==> config.mk <==
export PLATFORM = sky130hd
export DESIGN_NAME = multicycle_ctrl
export DESIGN_NICKNAME = d
export VERILOG_FILES = /design/src/rtl/multicycle_ctrl.sv
export SDC_FILE = /design/constraint.sdc
export NUM_CORES = 1
export LEC_CHECK = 0
export BUFFER_PORTS_ARGS = -buffer_cell sky130_fd_sc_hd__buf_4
export CAP_MARGIN = 5
export CORE_MARGIN = 4
export CORE_UTILIZATION = 43
export DETAILED_ROUTE_END_ITERATION = 6
export PLACE_DENSITY_LB_ADDON = 0.12
export SETUP_SLACK_MARGIN = 0.4
export SLEW_MARGIN = 10
export SYNTH_ARGS = -nofsm -noshare
export SYNTH_HDL_FRONTEND = slang
export SYNTH_SLANG_ARGS = --single-unit
==> constraint.sdc <==
create_clock -name clk_i -period 1.6 [get_ports clk_i]
set_input_delay 0.32 -clock clk_i [delete_from_list [all_inputs] [get_ports clk_i]]
set_output_delay 0.32 -clock clk_i [all_outputs]
set_load 0.05 [all_outputs]
==> src/rtl/multicycle_ctrl.sv <==
// multicycle_ctrl: main control FSM for the multi-cycle MIPS-subset datapath.
// Sequences fetch / decode / execute / memory / writeback and drives every
// datapath select, write enable and the 3-bit ALUOp.
//
// Memory handshake: a request (mem_read_o or mem_write_o) is held for as long
// as the FSM sits in FETCH, MEMRD or MEMWR. The transfer completes in the
// cycle in which mem_ready_i is sampled high at the rising clock edge. No
// request is ever withdrawn early, except on a wait timeout (bus_err_o).
//
// Optional feature: define MULTICYCLE_CTRL_BNE_EN to decode BNE (0x05).
module multicycle_ctrl #(
    parameter int unsigned WAIT_MAX = 15
) (
    input  logic       clk_i,
    input  logic       rst_i,
    input  logic [5:0] opcode_i,
    input  logic       zero_i,
    input  logic       mem_ready_i,
    output logic       pc_write_o,
    output logic [1:0] pc_src_o,
    output logic       iord_o,
    output logic       mem_read_o,
    output logic       mem_write_o,
    output logic       ir_write_o,
    output logic       reg_dst_o,
    output logic       mem_to_reg_o,
    output logic       reg_write_o,
    output logic       alu_src_a_o,
    output logic [1:0] alu_src_b_o,
    output logic [2:0] alu_op_o,
    output logic [3:0] state_o,
    output logic       instr_done_o,
    output logic       illegal_o,
    output logic       bus_err_o
);

    // Counter must hold values 0..WAIT_MAX; keep at least one bit so a
    // disabled timeout still elaborates cleanly.
    localparam int unsigned CNT_W = (WAIT_MAX < 1) ? 1 : $clog2(WAIT_MAX + 1);

    localparam logic [5:0] OP_RTYPE = 6'h00;
    localparam logic [5:0] OP_LW    = 6'h23;
    localparam logic [5:0] OP_SW    = 6'h2B;
    localparam logic [5:0] OP_BEQ   = 6'h04;
    localparam logic [5:0] OP_BNE   = 6'h05;
    localparam logic [5:0] OP_J     = 6'h02;
    localparam logic [5:0] OP_ADDI  = 6'h08;
    localparam logic [5:0] OP_SLTI  = 6'h0A;

    typedef enum logic [3:0] {
        S_FETCH  = 4'd0,
        S_DECODE = 4'd1,
        S_MEMADR = 4'd2,
        S_MEMRD  = 4'd3,
        S_MEMWB  = 4'd4,
        S_MEMWR  = 4'd5,
        S_EXEC   = 4'd6,
        S_RWB    = 4'd7,
        S_BRANCH = 4'd8,
        S_JUMP   = 4'd9,
        S_IEXEC  = 4'd10,
        S_IWB    = 4'd11,
        S_RST    = 4'hF
    } state_e;

    state_e           state_q, state_d;
    logic [CNT_W-1:0] wait_cnt_q, wait_cnt_d;
    logic             waiting;
    logic             timeout;
    logic             branch_taken;

`ifdef MULTICYCLE_CTRL_BNE_EN
    logic is_bne_q, is_bne_d;

    // BNE/BEQ choice, captured while the opcode is decoded.
    always_ff @(posedge clk_i or negedge rst_i) begin
        if (!rst_i) is_bne_q <= 1'b0;
        else        is_bne_q <= is_bne_d;
    end

    // Capture the branch sense in DECODE, hold it otherwise.
    always_comb begin
        is_bne_d = is_bne_q;
        if (state_q == S_DECODE) is_bne_d = (opcode_i == OP_BNE);
    end

    assign branch_taken = is_bne_q ? ~zero_i : zero_i;
`else
    assign branch_taken = zero_i;
`endif

    // State register and memory wait counter.
    always_ff @(posedge clk_i or negedge rst_i) begin
        if (!rst_i) begin
            state_q    <= S_RST;
            wait_cnt_q <= '0;
        end else begin
            state_q    <= state_d;
            wait_cnt_q <= wait_cnt_d;
        end
    end

    // Timeout detection: an outstanding memory request that has already
    // waited WAIT_MAX cycles and is still not acknowledged this cycle.
    always_comb begin
        waiting = ((state_q == S_FETCH) || (state_q == S_MEMRD) ||
                   (state_q == S_MEMWR)) && !mem_ready_i;
        timeout = (WAIT_MAX != 0) && waiting &&
                  (wait_cnt_q == CNT_W'(WAIT_MAX));
    end

    // Next-state and Moore output decode, with mem_ready_i-gated enables.
    always_comb begin
        state_d      = S_FETCH;
        wait_cnt_d   = '0;
        pc_write_o   = 1'b0;
        pc_src_o     = 2'b00;
        iord_o       = 1'b0;
        mem_read_o   = 1'b0;
        mem_write_o  = 1'b0;
        ir_write_o   = 1'b0;
        reg_dst_o    = 1'b0;
        mem_to_reg_o = 1'b0;
        reg_write_o  = 1'b0;
        alu_src_a_o  = 1'b0;
        alu_src_b_o  = 2'b00;
        alu_op_o     = 3'b011;
        instr_done_o = 1'b0;
        illegal_o    = 1'b0;
        bus_err_o    = 1'b0;

        case (state_q)
            S_FETCH: begin
                mem_read_o  = 1'b1;
                alu_src_b_o = 2'b01;
                ir_write_o  = mem_ready_i;
                pc_write_o  = mem_ready_i;
                state_d     = mem_ready_i ? S_DECODE : S_FETCH;
            end
            S_DECODE: begin
                alu_src_b_o = 2'b11;
                case (opcode_i)
                    OP_RTYPE:         state_d = S_EXEC;
                    OP_LW, OP_SW:     state_d = S_MEMADR;
                    OP_BEQ:           state_d = S_BRANCH;
`ifdef MULTICYCLE_CTRL_BNE_EN
                    OP_BNE:           state_d = S_BRANCH;
`endif
                    OP_J:             state_d = S_JUMP;
                    OP_ADDI, OP_SLTI: state_d = S_IEXEC;
                    default: begin
                        illegal_o    = 1'b1;
                        instr_done_o = 1'b1;
                        state_d      = S_FETCH;
                    end
                endcase
            end
            S_MEMADR: begin
                alu_src_a_o = 1'b1;
                alu_src_b_o = 2'b10;
                if (opcode_i == OP_LW)      state_d = S_MEMRD;
                else if (opcode_i == OP_SW) state_d = S_MEMWR;
                else                        state_d = S_FETCH;
            end
            S_MEMRD: begin
                mem_read_o = 1'b1;
                iord_o     = 1'b1;
                state_d    = mem_ready_i ? S_MEMWB : S_MEMRD;
            end
            S_MEMWB: begin
                reg_write_o  = 1'b1;
                mem_to_reg_o = 1'b1;
                instr_done_o = 1'b1;
            end
            S_MEMWR: begin
                mem_write_o  = 1'b1;
                iord_o       = 1'b1;
                instr_done_o = mem_ready_i;
                state_d      = mem_ready_i ? S_FETCH : S_MEMWR;
            end
            S_EXEC: begin
                alu_src_a_o = 1'b1;
                alu_op_o    = 3'b000;
                state_d     = S_RWB;
            end
            S_RWB: begin
                reg_write_o  = 1'b1;
                reg_dst_o    = 1'b1;
                instr_done_o = 1'b1;
            end
            S_BRANCH: begin
                alu_src_a_o  = 1'b1;
                alu_op_o     = 3'b100;
                pc_src_o     = 2'b01;
                pc_write_o   = branch_taken;
                instr_done_o = 1'b1;
            end
            S_JUMP: begin
                pc_src_o     = 2'b10;
                pc_write_o   = 1'b1;
                instr_done_o = 1'b1;
            end
            S_IEXEC: begin
                alu_src_a_o = 1'b1;
                alu_src_b_o = 2'b10;
                alu_op_o    = (opcode_i == OP_SLTI) ? 3'b010 : 3'b011;
                state_d     = S_IWB;
            end
            S_IWB: begin
                reg_write_o  = 1'b1;
                instr_done_o = 1'b1;
            end
            default: begin
                // RST and unused encodings: everything quiet, restart at FETCH.
                alu_op_o = 3'b000;
                state_d  = S_FETCH;
            end
        endcase

        // Abort an unanswered request: drop side effects, restart the fetch.
        if (timeout) begin
            bus_err_o   = 1'b1;
            mem_write_o = 1'b0;
            ir_write_o  = 1'b0;
            pc_write_o  = 1'b0;
            state_d     = S_FETCH;
            wait_cnt_d  = '0;
        end else if (waiting && (WAIT_MAX != 0)) begin
            wait_cnt_d = wait_cnt_q + CNT_W'(1);
        end
    end

    assign state_o = state_q;

endmodule

==> results.json, run 1 <==
{
  "numClockSinks": 8,
  "ctsHoldBuffers": 1,
  "dp_slack_ns": -0.2522,
  "yosys.area.top_type": "dfstp_2",
  "synthSimpleGateAreaFrac": 0.3890,
  "die_height_um": 51.59,
  "ios": 33,
  "syn_inst": 110,
  "synth_edf_count": 0,
  "clock_path_buffers": 2,
  "synth_xor_xnor_area_share": 0.04288,
  "post-cts-setup-buffers": 11,
  "start_util": 0.4631,
  "clockRootBuffer": "clkbuf_4",
  "synth_top_cells_by_area": "dfstp_2, dfrtp_1, nor2_1",
  "cts_buffers": 3,
  "cts_resized": 52,
  "synth-adder-area-share": 0.01531,
  "status": "stopped before the end",
  "async_flop_share": 1.000,
  "synth-seq-area-share": 0.2511,
  "synth_top_area_frac": 0.1286,
  "avgSynthCellArea_um2": 7.428,
  "netlist_area_um2": 817.0,
  "muxShareOfSynthArea": 0.01838,
  "yosys_warnings": 0,
  "rows": 15,
  "ys_top_cells_by_count": "nor2_1, o21ai_0, a21oi_1, nor3_1, nand3_1",
  "lastStage": "4_1_cts",
  "synth_compound_area_frac": 0.2282,
  "die_w_um": 51.59,
  "yosysMostFrequentCell": "nor2_1",
  "syn_nets": 121,
  "ys_ff_latch": 8,
  "ys_types": 42,
  "globalplace.congestion": 0.8300,
  "dp_hpwl_mm": 2.319,
  "synthFlopType": "dfstp_2",
  "port_buffers": 32,
  "synth_top_family_by_area": "simple AND/OR/NAND/NOR gates",
  "htreeDepth": 1,
  "error": "[ERROR DPL-0038] Utilization greater than 100%, impossible to legalize"
}
==> logic make-up after synthesis <==
family                   Yosys count
AND/OR/NAND/NOR                   59
AO/OA/AOI/OAI                     29
buffers and inverters              8
flip-flops                         8
XOR/XNOR                           4
multiplexers                       1
adder cells (fa/ha/maj)            1
==> per-stage QoR <==
| step | hold WS (ns) | std cells | utilization | area [um2] | setup TNS (ns) |
|---|---|---|---|---|---|
| after floorplan | 0.02441 | 110 | - | 1031 | -6.814 |
| after global placement | 0.1365 | 201 | 0.8759 | 1545 | -1.779 |
| after detailed placement | 0.1400 | 201 | 0.8759 | 1545 | -2.083 |
==> inputs of run 2 (changes only) <==
- CORE_AREA: unset -> 4 4 65 67
- CORE_MARGIN: 4 -> unset
- CORE_UTILIZATION: 43 -> unset
- DIE_AREA: unset -> 0 0 69 71
- PLACE_DENSITY_LB_ADDON: 0.12 -> 0.15
- SETUP_SLACK_MARGIN: 0.4 -> unset
- clock period: 1.6 -> 2.1 ns (I/O delays scaled with it)
==> run 2 against run 1 <==
The flow now finishes, with violations (negative setup slack). Synthesized cell count did not move. Synthesized area did not move.
==> results.json, run 2 <==
{
  "status": "complete, but fails checks",
  "violations": "negative setup slack",
  "tightest_slew_ns": 0.4560,
  "yosys_warnings": 0,
  "drive_gt1_frac": 0.5472,
  "ys_types": 42,
  "avgSynthCellArea_um2": 7.428,
  "synth_top_area_frac": 0.1286,
  "clock.fmax_ghz": 0.4720,
  "via_per_inst": 4.826,
  "clock_path_buffers": 2,
  "worstHoldPathType": "reg2reg",
  "cts_buffers": 3,
  "die_height_um": 71,
  "p_switching_uw": 291.1,
  "initialDrtViolationCount": 19,
  "fin_ws_ns": -0.01878,
  "post-route-util": 0.3964,
  "period_share": 1.009,
  "grt_pass1_vias": 1024,
  "cp.required_ns": 1.68,
  "dp_hpwl_mm": 2.126,
  "core_um2": 3633,
  "relSlewSlack": 0.6950,
  "htreeDepth": 1,
  "setup_violations": 2,
  "wl_per_cell_um": 12.52,
  "ys_ff_latch": 8,
  "yosysMostFrequentCell": "nor2_1",
  "clockRootBuffer": "clkbuf_8",
  "dr.pass1.iters": 4,
  "rows": 22,
  "syn_to_final_growth_pct": 76.26,
  "clock_latency_ns": 0.22,
  "async_flop_share": 1.000,
  "grt_pass1_wl_mm": 4.491,
  "arrival_ns": 1.70,
  "rsz0062_at_grt": "yes",
  "die-area_um2": 4899,
  "ir_worst_vdd_uv": 203.0,
  "syn_nets": 121,
  "setup_tns_ns": -0.02977,
  "whs_ns": 0.4655,
  "clock_power_share": 0.252,
  "antenna_found_initial": 0,
  "port_buffers": 32,
  "die_w_um": 69,
  "leakagePower_uw": 0.0006179,
  "track_usage": 0.1068,
  "drc": 0,
  "final_cell_mix": "buf_4, nor2_1, buf_6, o21ai_0",
  "yosys.area.top_type": "dfstp_2",
  "p_int_uw": 449.4,
  "ios": 33,
  "ys_top_cells_by_count": "nor2_1, o21ai_0, a21oi_1, nor3_1, nand3_1",
  "p_sw_frac": 0.3932,
  "endpoint_kind": "output port",
  "gr-total-overflow": 0,
  "synth_edf_count": 0,
  "numClockSinks": 8,
  "hold_viol_final": 0,
  "grt_max_degree": 14,
  "final_common_cell": "buf_4",
  "sequentialPowerShare": 0.248,
  "critPathKind": "reg2out",
  "netlist_area_um2": 817.0,
  "syn_inst": 110,
  "globalplace.congestion": 0.8733,
  "cap_viol_max_count": 0,
  "synth-seq-area-share": 0.2511,
  "slew_viol_final": 0,
  "vias": 999,
  "cts.clk_slew.worst_paths_ns": 0.04,
  "n_antenna_cell": 0,
  "path_max_fanout": 7,
  "comb_power_share": 0.500,
  "ant_nets": 0,
  "nets": 171,
  "fin_crit_ns": 2.119,
  "routed_wl_mm": 2.592,
  "synth_top_cells_by_area": "dfstp_2, dfrtp_1, nor2_1",
  "start_util": 0.2249,
  "power.density_nw_per_um2": 514.2,
  "fin_skew_ns": 0.006916,
  "cts_tree": "yes",
  "synthFlopType": "dfstp_2",
  "startpoint_type": "register"
}
-- run 2: cell counts after synthesis --
Identical to the previous run, type by type.
-- run 2: area by class of cell --
class	count	area (um2)
Clock buffer	4	45.04
Fill cell	401	2193
Inverter	2	7.507
Multi-Input combinational cell	94	710.7
Sequential cell	8	205.2
Tap cell	48	60.06
Timing Repair Buffer	51	411.6
-- run 2: power by group through the flow --
| stage | Sequential [uW] | Clock [uW] | Combinational [uW] |
|---|---|---|---|
| after global routing | 186 | 205 | 396 |
| after CTS | 184 | 194 | 366 |
| after global placement | 186 | 0 | 342 |
| after detailed placement | 186 | 0 | 346 |
| after floorplan | 193 | 0 | 228 |
| final | 184 | 186 | 370 |
-- run 2: per-stage QoR --
| step | worst slack [ns] | area (um2) | std cells | total power, uW |
|---|---|---|---|---|
| final | -0.01878 | 1440 | 207 | 740.5 |
| after global routing | -0.08870 | 1440 | 207 | 786.1 |
| after CTS | -0.02580 | 1403 | 206 | 743.9 |
| after detailed placement | 0.04698 | 1297 | 197 | 532.0 |
| after global placement | 0.04812 | 1297 | 197 | 528.3 |
| after floorplan | -0.3219 | 940.9 | 110 | 421.1 |
-- run 2: path summary, 6_finish.rpt --
check | endpoint | cells past startpoint | slack (ns) | from
max | mem_write_o | 5 | -0.02 | state_o[1]$_DFF_PN1_
min | wait_cnt_q[0]$_DFF_PN0_ | 1 | 0.47 | wait_cnt_q[0]$_DFF_PN0_
max reg2reg | state_o[0]$_DFF_PN1_ | 5 | 0.33 | state_o[1]$_DFF_PN1_
min reg2reg | wait_cnt_q[0]$_DFF_PN0_ | 1 | 0.47 | wait_cnt_q[0]$_DFF_PN0_
max in group asynchronous | state_o[2]$_DFF_PN1_ | 2 | 1.33 | rst_i
min in group asynchronous | wait_cnt_q[2]$_DFF_PN0_ | 2 | 0.55 | rst_i
-- run 2: critical path, stage by stage (launching register included) --
cell     delay [ns]
dfstp_2        0.61
xor2_2         0.09
mux2_4         0.30
nor3_4         0.25
nor3_4         0.07
buf_6          0.16
-- run 2: layer usage --
metal	part of all wire	GRT usage	vias up
li1	-	-	499
met4	0.0096	0.03254	0
met2	0.46	0.1833	31
met3	0.068	0.01847	2
met1	0.46	0.1366	467
met5	0	0	-
-- run 2: cell families (layout without fill, tap and decap cells) --
family	Yosys count	count (layout)	share of synthesized area
xor gates and xnor gates	4	4	0.04289
AOI/OAI and AO/OA	29	29	0.2282
DFF	8	8	0.2512
muxes	1	1	0.01837
and+or+nand+nor	59	59	0.3890
adders and majority gates	1	1	0.01531
buffers and inverters	8	57	0.05513
-- run 2: timing repair --
item                       in CTS  in global routing
pin swaps                       2                  0
setup endpoints to repair       7                  9
gates cloned                    0                  0
hold endpoints to repair        0                  4
buffers inserted                5                  0
gates resized for setup         7                  8
hold buffers                    0                  1
(Power assumes the default switching activity.)
==> inputs of run 3 (changes only) <==
- PLACE_DENSITY_LB_ADDON: 0.15 -> unset
==> run 3 against run 2 <==
The flow still finishes with violations (negative setup slack). Sequential share of layout area decreased by 0.42 points. Clock power about the same. Final cell count is 0.97% higher. Flip-flop and latch count unchanged. Power up 4.2%. Non-clock buffer count increased by 2. Global-route usage rose by 0.49 points. Largest cell class unchanged.
==> results.json, run 3 (same netlist as run 2, synthesis figures left out) <==
{
  "fin_skew_ns": 0.004146,
  "antenna_found_initial": 0,
  "initialDrtViolationCount": 35,
  "final_common_cell": "buf_4",
  "busiest_layer": "met2",
  "critPathKind": "reg2out",
  "violations": "negative setup slack",
  "track_usage": 0.1117,
  "tightest_slew_ns": 0.4600,
  "slew_viol_final": 0,
  "cap_viol_max_count": 0,
  "grt.met3_usage": 0.01420,
  "cp_num_buf_inv": 1,
  "p_int_uw": 470.1,
  "ant_nets": 0,
  "path_max_fanout": 5,
  "clockRootBuffer": "clkbuf_8",
  "final_area_um2": 1484,
  "clock.fmax_ghz": 0.4717,
  "cts.clk_slew.worst_paths_ns": 0.04,
  "via_per_inst": 4.809,
  "use_met1": 0.1472,
  "place_area_um2": 1282,
  "comb_power_share": 0.518,
  "p_switching_uw": 301.4,
  "die-area_um2": 4899,
  "grt_max_degree": 13,
  "htreeDepth": 1,
  "setup_violations": 1,
  "worstReg2RegEnd": "state_o[2]$_DFF_PN1_",
  "period_share": 1.010,
  "dp_hpwl_mm": 2.046,
  "cpPeakStageDelay_ns": 0.62,
  "clock_path_buffers": 2,
  "power.density_nw_per_um2": 519.9,
  "port_buffers": 32,
  "fin_ws_ns": -0.02013,
  "grt_pass1_vias": 985,
  "nets": 173,
  "leakagePower_uw": 0.0006349,
  "clock_latency_ns": 0.22,
  "drc": 0,
  "r2r_slack_ns": 0.29,
  "final_cell_mix": "buf_4, nor2_1, buf_6, nor2_2",
  "die_w_um": 69,
  "cp_cell_sequence": "xor2_2 > mux2_4 > nor3_4 > nor3_4 > buf_6",
  "cts_buffers": 3,
  "wl_per_cell_um": 12.60,
  "hold_viol_final": 0,
  "whs_ns": 0.4756,
  "ios": 33,
  "grt_pass1_wl_mm": 4.678,
  "path_common_cell": "nor3_4",
  "relSlewSlack": 0.6894,
  "drive_gt1_frac": 0.5652,
  "globalplace.congestion": 0.9033,
  "hp-start": "wait_cnt_q[0]$_DFF_PN0_",
  "n_antenna_cell": 0,
  "p_sw_frac": 0.3906,
  "worstHoldPathType": "reg2reg",
  "die_height_um": 71,
  "vias": 1005,
  "syn_to_final_growth_pct": 81.62,
  "r2r_cells": 5,
  "gr-total-overflow": 0,
  "cts_tree": "yes",
  "crit_slowest_cell": "dfstp_2",
  "cp_top_family": "flip-flops",
  "arrival_ns": 1.70,
  "min_path_cells": 1,
  "min_to": "wait_cnt_q[0]$_DFF_PN0_",
  "status": "complete, but fails checks",
  "core_um2": 3633,
  "rsz0062_at_grt": "yes",
  "start_util": 0.2249,
  "met2_usage": 0.1886,
  "cp.required_ns": 1.68,
  "startpoint_type": "register",
  "r2r-start": "state_o[0]$_DFF_PN1_",
  "routed_wl_mm": 2.633,
  "fin_crit_ns": 2.120,
  "rows": 22,
  "dr.pass1.iters": 4,
  "endpoint_kind": "output port",
  "clock_power_share": 0.244,
  "ir_worst_vdd_uv": 195.1,
  "sequentialPowerShare": 0.239,
  "numClockSinks": 8
}
[run 3: power by group through the flow]
stage	registers [uW]	logic [uW]	clock network, uW
floorplan	193	228	0
global placement	185	336	0
detailed placement	186	340	0
CTS	183	379	191
global route	187	423	204
finish	184	399	188
[run 3: worst max path at each step]
| stage | startpoint | endpoint | slack [ns] | cells after the start |
|---|---|---|---|---|
| floorplan | state_o[1]$_DFF_PN1_ | mem_write_o | -0.32 | 5 |
| global placement | opcode_i[0] | alu_op_o[0] | 0.05 | 6 |
| detailed placement | opcode_i[0] | alu_op_o[0] | 0.05 | 6 |
| CTS | state_o[0]$_DFF_PN1_ | mem_write_o | -0.04 | 5 |
| global route | state_o[0]$_DFF_PN1_ | mem_write_o | -0.10 | 5 |
| finish | state_o[0]$_DFF_PN1_ | mem_write_o | -0.02 | 5 |
[run 3: metal layers]
layer | wire [um] | up-vias
met5 | 0 | -
met4 | 15 | 0
met3 | 123 | 2
met2 | 1313 | 30
met1 | 1180 | 471
li1 | - | 502
[run 3: layout make-up]
| type | count | area, um2 |
|---|---|---|
| multi-input cells | 94 | 720.7 |
| flip-flops and latches | 8 | 205.2 |
| fillers | 376 | 2150 |
| repair buffers | 53 | 445.4 |
| well taps | 48 | 60.06 |
| inverters | 2 | 7.507 |
| clock buffers | 4 | 45.04 |
[run 3: through the flow]
stage	utilization	setup TNS, ns	setup slack, ns	total power (uW)	cells
final	0.4084	-0.02013	-0.02013	771.5	209
after global routing	0.4084	-0.1662	-0.1006	814.4	209
after CTS	0.3946	-0.05550	-0.04478	753.1	208
after detailed placement	0.3530	0	0.05245	525.8	195
after global placement	0.3530	0	0.04885	521.5	195
after floorplan	-	-0.5230	-0.3219	421.1	110
[run 3: repair_timing]
action / CTS / global route
buffers inserted: 8 / 1
hold buffers: 1 / 0
pin swaps: 4 / 0
endpoints found under the setup margin: 9 / 10
endpoints found under the hold margin: 3 / 0
gates resized for setup: 9 / 15
==> inputs of run 4 (changes only) <==
- SETUP_SLACK_MARGIN: unset -> 0.3
==> run 4 against run 3 <==
The run now ends clean. Clock-buffer cell count stayed put. Via count is 8.0% higher. Power is 15% higher. Final cell count is 11% higher. Combinational power is 30% higher. Wire length is 18% higher. Largest cell class unchanged. Highest routed layer is now met3.
==> results.json, run 4 (same netlist as run 2, synthesis figures left out) <==
{
  "status": "finished clean",
  "grt_pass1_vias": 1044,
  "cp_cell_sequence": "buf_6 > buf_6 > nor2b_4 > o21ai_2 > a21boi_4 > buf_6",
  "ir_worst_vdd_uv": 183.3,
  "gr-total-overflow": 0,
  "die_w_um": 69,
  "clock.fmax_ghz": 0.4840,
  "fill_cells": 327,
  "wl_met1_mm": 1.284,
  "cp.required_ns": 1.68,
  "grt_pass1_wl_mm": 4.761,
  "p_switching_uw": 338.8,
  "core_um2": 3633,
  "period_share": 0.9840,
  "p_int_uw": 550.8,
  "whs_ns": 0.4657,
  "p_sw_frac": 0.3809,
  "antenna_found_initial": 0,
  "path_max_fanout": 6,
  "met3_length_um": 120,
  "comb_power_share": 0.585,
  "vias": 1085,
  "drive_gt1_frac": 0.6811,
  "place_area_um2": 1356,
  "final_area_um2": 1957,
  "htreeDepth": 1,
  "top_layer_used": "met3",
  "post-route-util": 0.5386,
  "startpoint_type": "register",
  "endpoint_kind": "output port",
  "rows": 22,
  "start_util": 0.2249,
  "initialDrtViolationCount": 16,
  "clock_power_share": 0.209,
  "clockRootBuffer": "clkbuf_8",
  "fin_cells": 233,
  "leakagePower_uw": 0.0008324,
  "wl_met2_mm": 1.690,
  "fin_skew_ns": 0.005379,
  "cts_tree": "yes",
  "numClockSinks": 8,
  "nets": 197,
  "slew_viol_final": 0,
  "final_cell_mix": "buf_4, buf_6, buf_8, nor2_4, nor2_1",
  "routed_wl_mm": 3.095,
  "tightest_slew_ns": 0.5422,
  "wl_per_cell_um": 13.28,
  "port_buffers": 32,
  "crit_slowest_cell": "dfstp_2",
  "final_common_cell": "buf_4",
  "ios": 33,
  "drc": 0,
  "sequentialPowerShare": 0.206,
  "die-area_um2": 4899,
  "arrival_ns": 1.65,
  "clock_latency_ns": 0.22,
  "syn_to_final_growth_pct": 139.5,
  "power.density_nw_per_um2": 454.6,
  "clock_path_buffers": 2,
  "critPathKind": "reg2out",
  "fin_crit_ns": 2.066,
  "relSlewSlack": 0.6340,
  "track_usage": 0.1136,
  "cpPeakStageDelay_ns": 0.59,
  "n_antenna_cell": 0,
  "r2r_slack_ns": 0.28,
  "r2r_cells": 5,
  "cap_viol_max_count": 0,
  "place_inst": 194,
  "min_path_cells": 1,
  "rsz0062_at_grt": "yes",
  "cts_buffers": 3,
  "ant_nets": 0,
  "dr.pass1.iters": 4,
  "via_per_inst": 4.657,
  "grt_max_degree": 10,
  "hold_viol_final": 0,
  "path_common_cell": "buf_6",
  "worstHoldPathType": "reg2reg",
  "die_height_um": 71,
  "setup_violations": 0,
  "dp_hpwl_mm": 2.009,
  "cts.clk_slew.worst_paths_ns": 0.04,
  "globalplace.congestion": 0.7854
}
==> run 4: cell count changes in the layout (fill, tap and decap cells not counted), moves of 3 or more <==
cell / change
nor2_4: +8
nor2_1: -3
buf_8: +8
buf_6: +12
nor2_2: -5
==> run 4: critical path: cells and delay by family (launching register included) <==
family	cells	cell delay, ns
AOI/OAI and AO/OA	2	0.33
buffers and inverters	3	0.46
DFF	1	0.59
and+or+nand+nor	1	0.05
==> run 4: worst paths after layout <==
| check | startpoint | end |
|---|---|---|
| max | state_o[0]$_DFF_PN1_ | alu_op_o[0] |
| max reg2reg | state_o[0]$_DFF_PN1_ | state_o[1]$_DFF_PN1_ |
| min reg2reg | wait_cnt_q[0]$_DFF_PN0_ | wait_cnt_q[0]$_DFF_PN0_ |
| max in group asynchronous | rst_i | state_o[2]$_DFF_PN1_ |
| min | wait_cnt_q[0]$_DFF_PN0_ | wait_cnt_q[0]$_DFF_PN0_ |
| min in group asynchronous | rst_i | wait_cnt_q[3]$_DFF_PN0_ |
==> run 4: layout make-up <==
class	count	area [um2]	area share
Inverter	2	7.507	0.003836
Tap cell	48	60.06	0.03069
Sequential cell	8	209.0	0.1068
Clock buffer	4	45.04	0.02302
Timing Repair Buffer	77	773.2	0.3951
Multi-Input combinational cell	94	862.1	0.4405
==> run 4: layer usage <==
metal | global-route usage | vias to the layer above
li1 | - | 552
met1 | 0.1425 | 512
met2 | 0.2034 | 21
met3 | 0.01847 | 0
met4 | 0.02603 | 0
met5 | 0 | -
==> run 4: through the flow <==
stage          power (uW)  setup WS [ns]  setup TNS (ns)
2_1_floorplan       443.1        -0.3216         -0.8844
3_3_place_gp        543.5        0.04465               0
3_5_place_dp        548.7        0.03818               0
4_1_cts             818.8        0.02062               0
5_1_grt             936.6       -0.04534         -0.1951
6_report            889.6        0.03369               0
==> run 4: repair_timing <==
item                                    in CTS  in global routing
setup buffers                               18                 15
cloned                                       0                  1
endpoints found under the setup margin      20                 22
resized for setup                           40                 29
pin swaps                                   10                 14
hold buffers                                 1                  0
hold endpoints to repair                     4                  0
==> run 4: power by group through the flow <==
stage          Combinational (uW)  Sequential, uW  Clock (uW)
2_1_floorplan                 249             194           0
3_3_place_gp                  358             186           0
3_5_place_dp                  362             187           0
4_1_cts                       442             183         193
5_1_grt                       549             185         203
6_report                      520             183         186
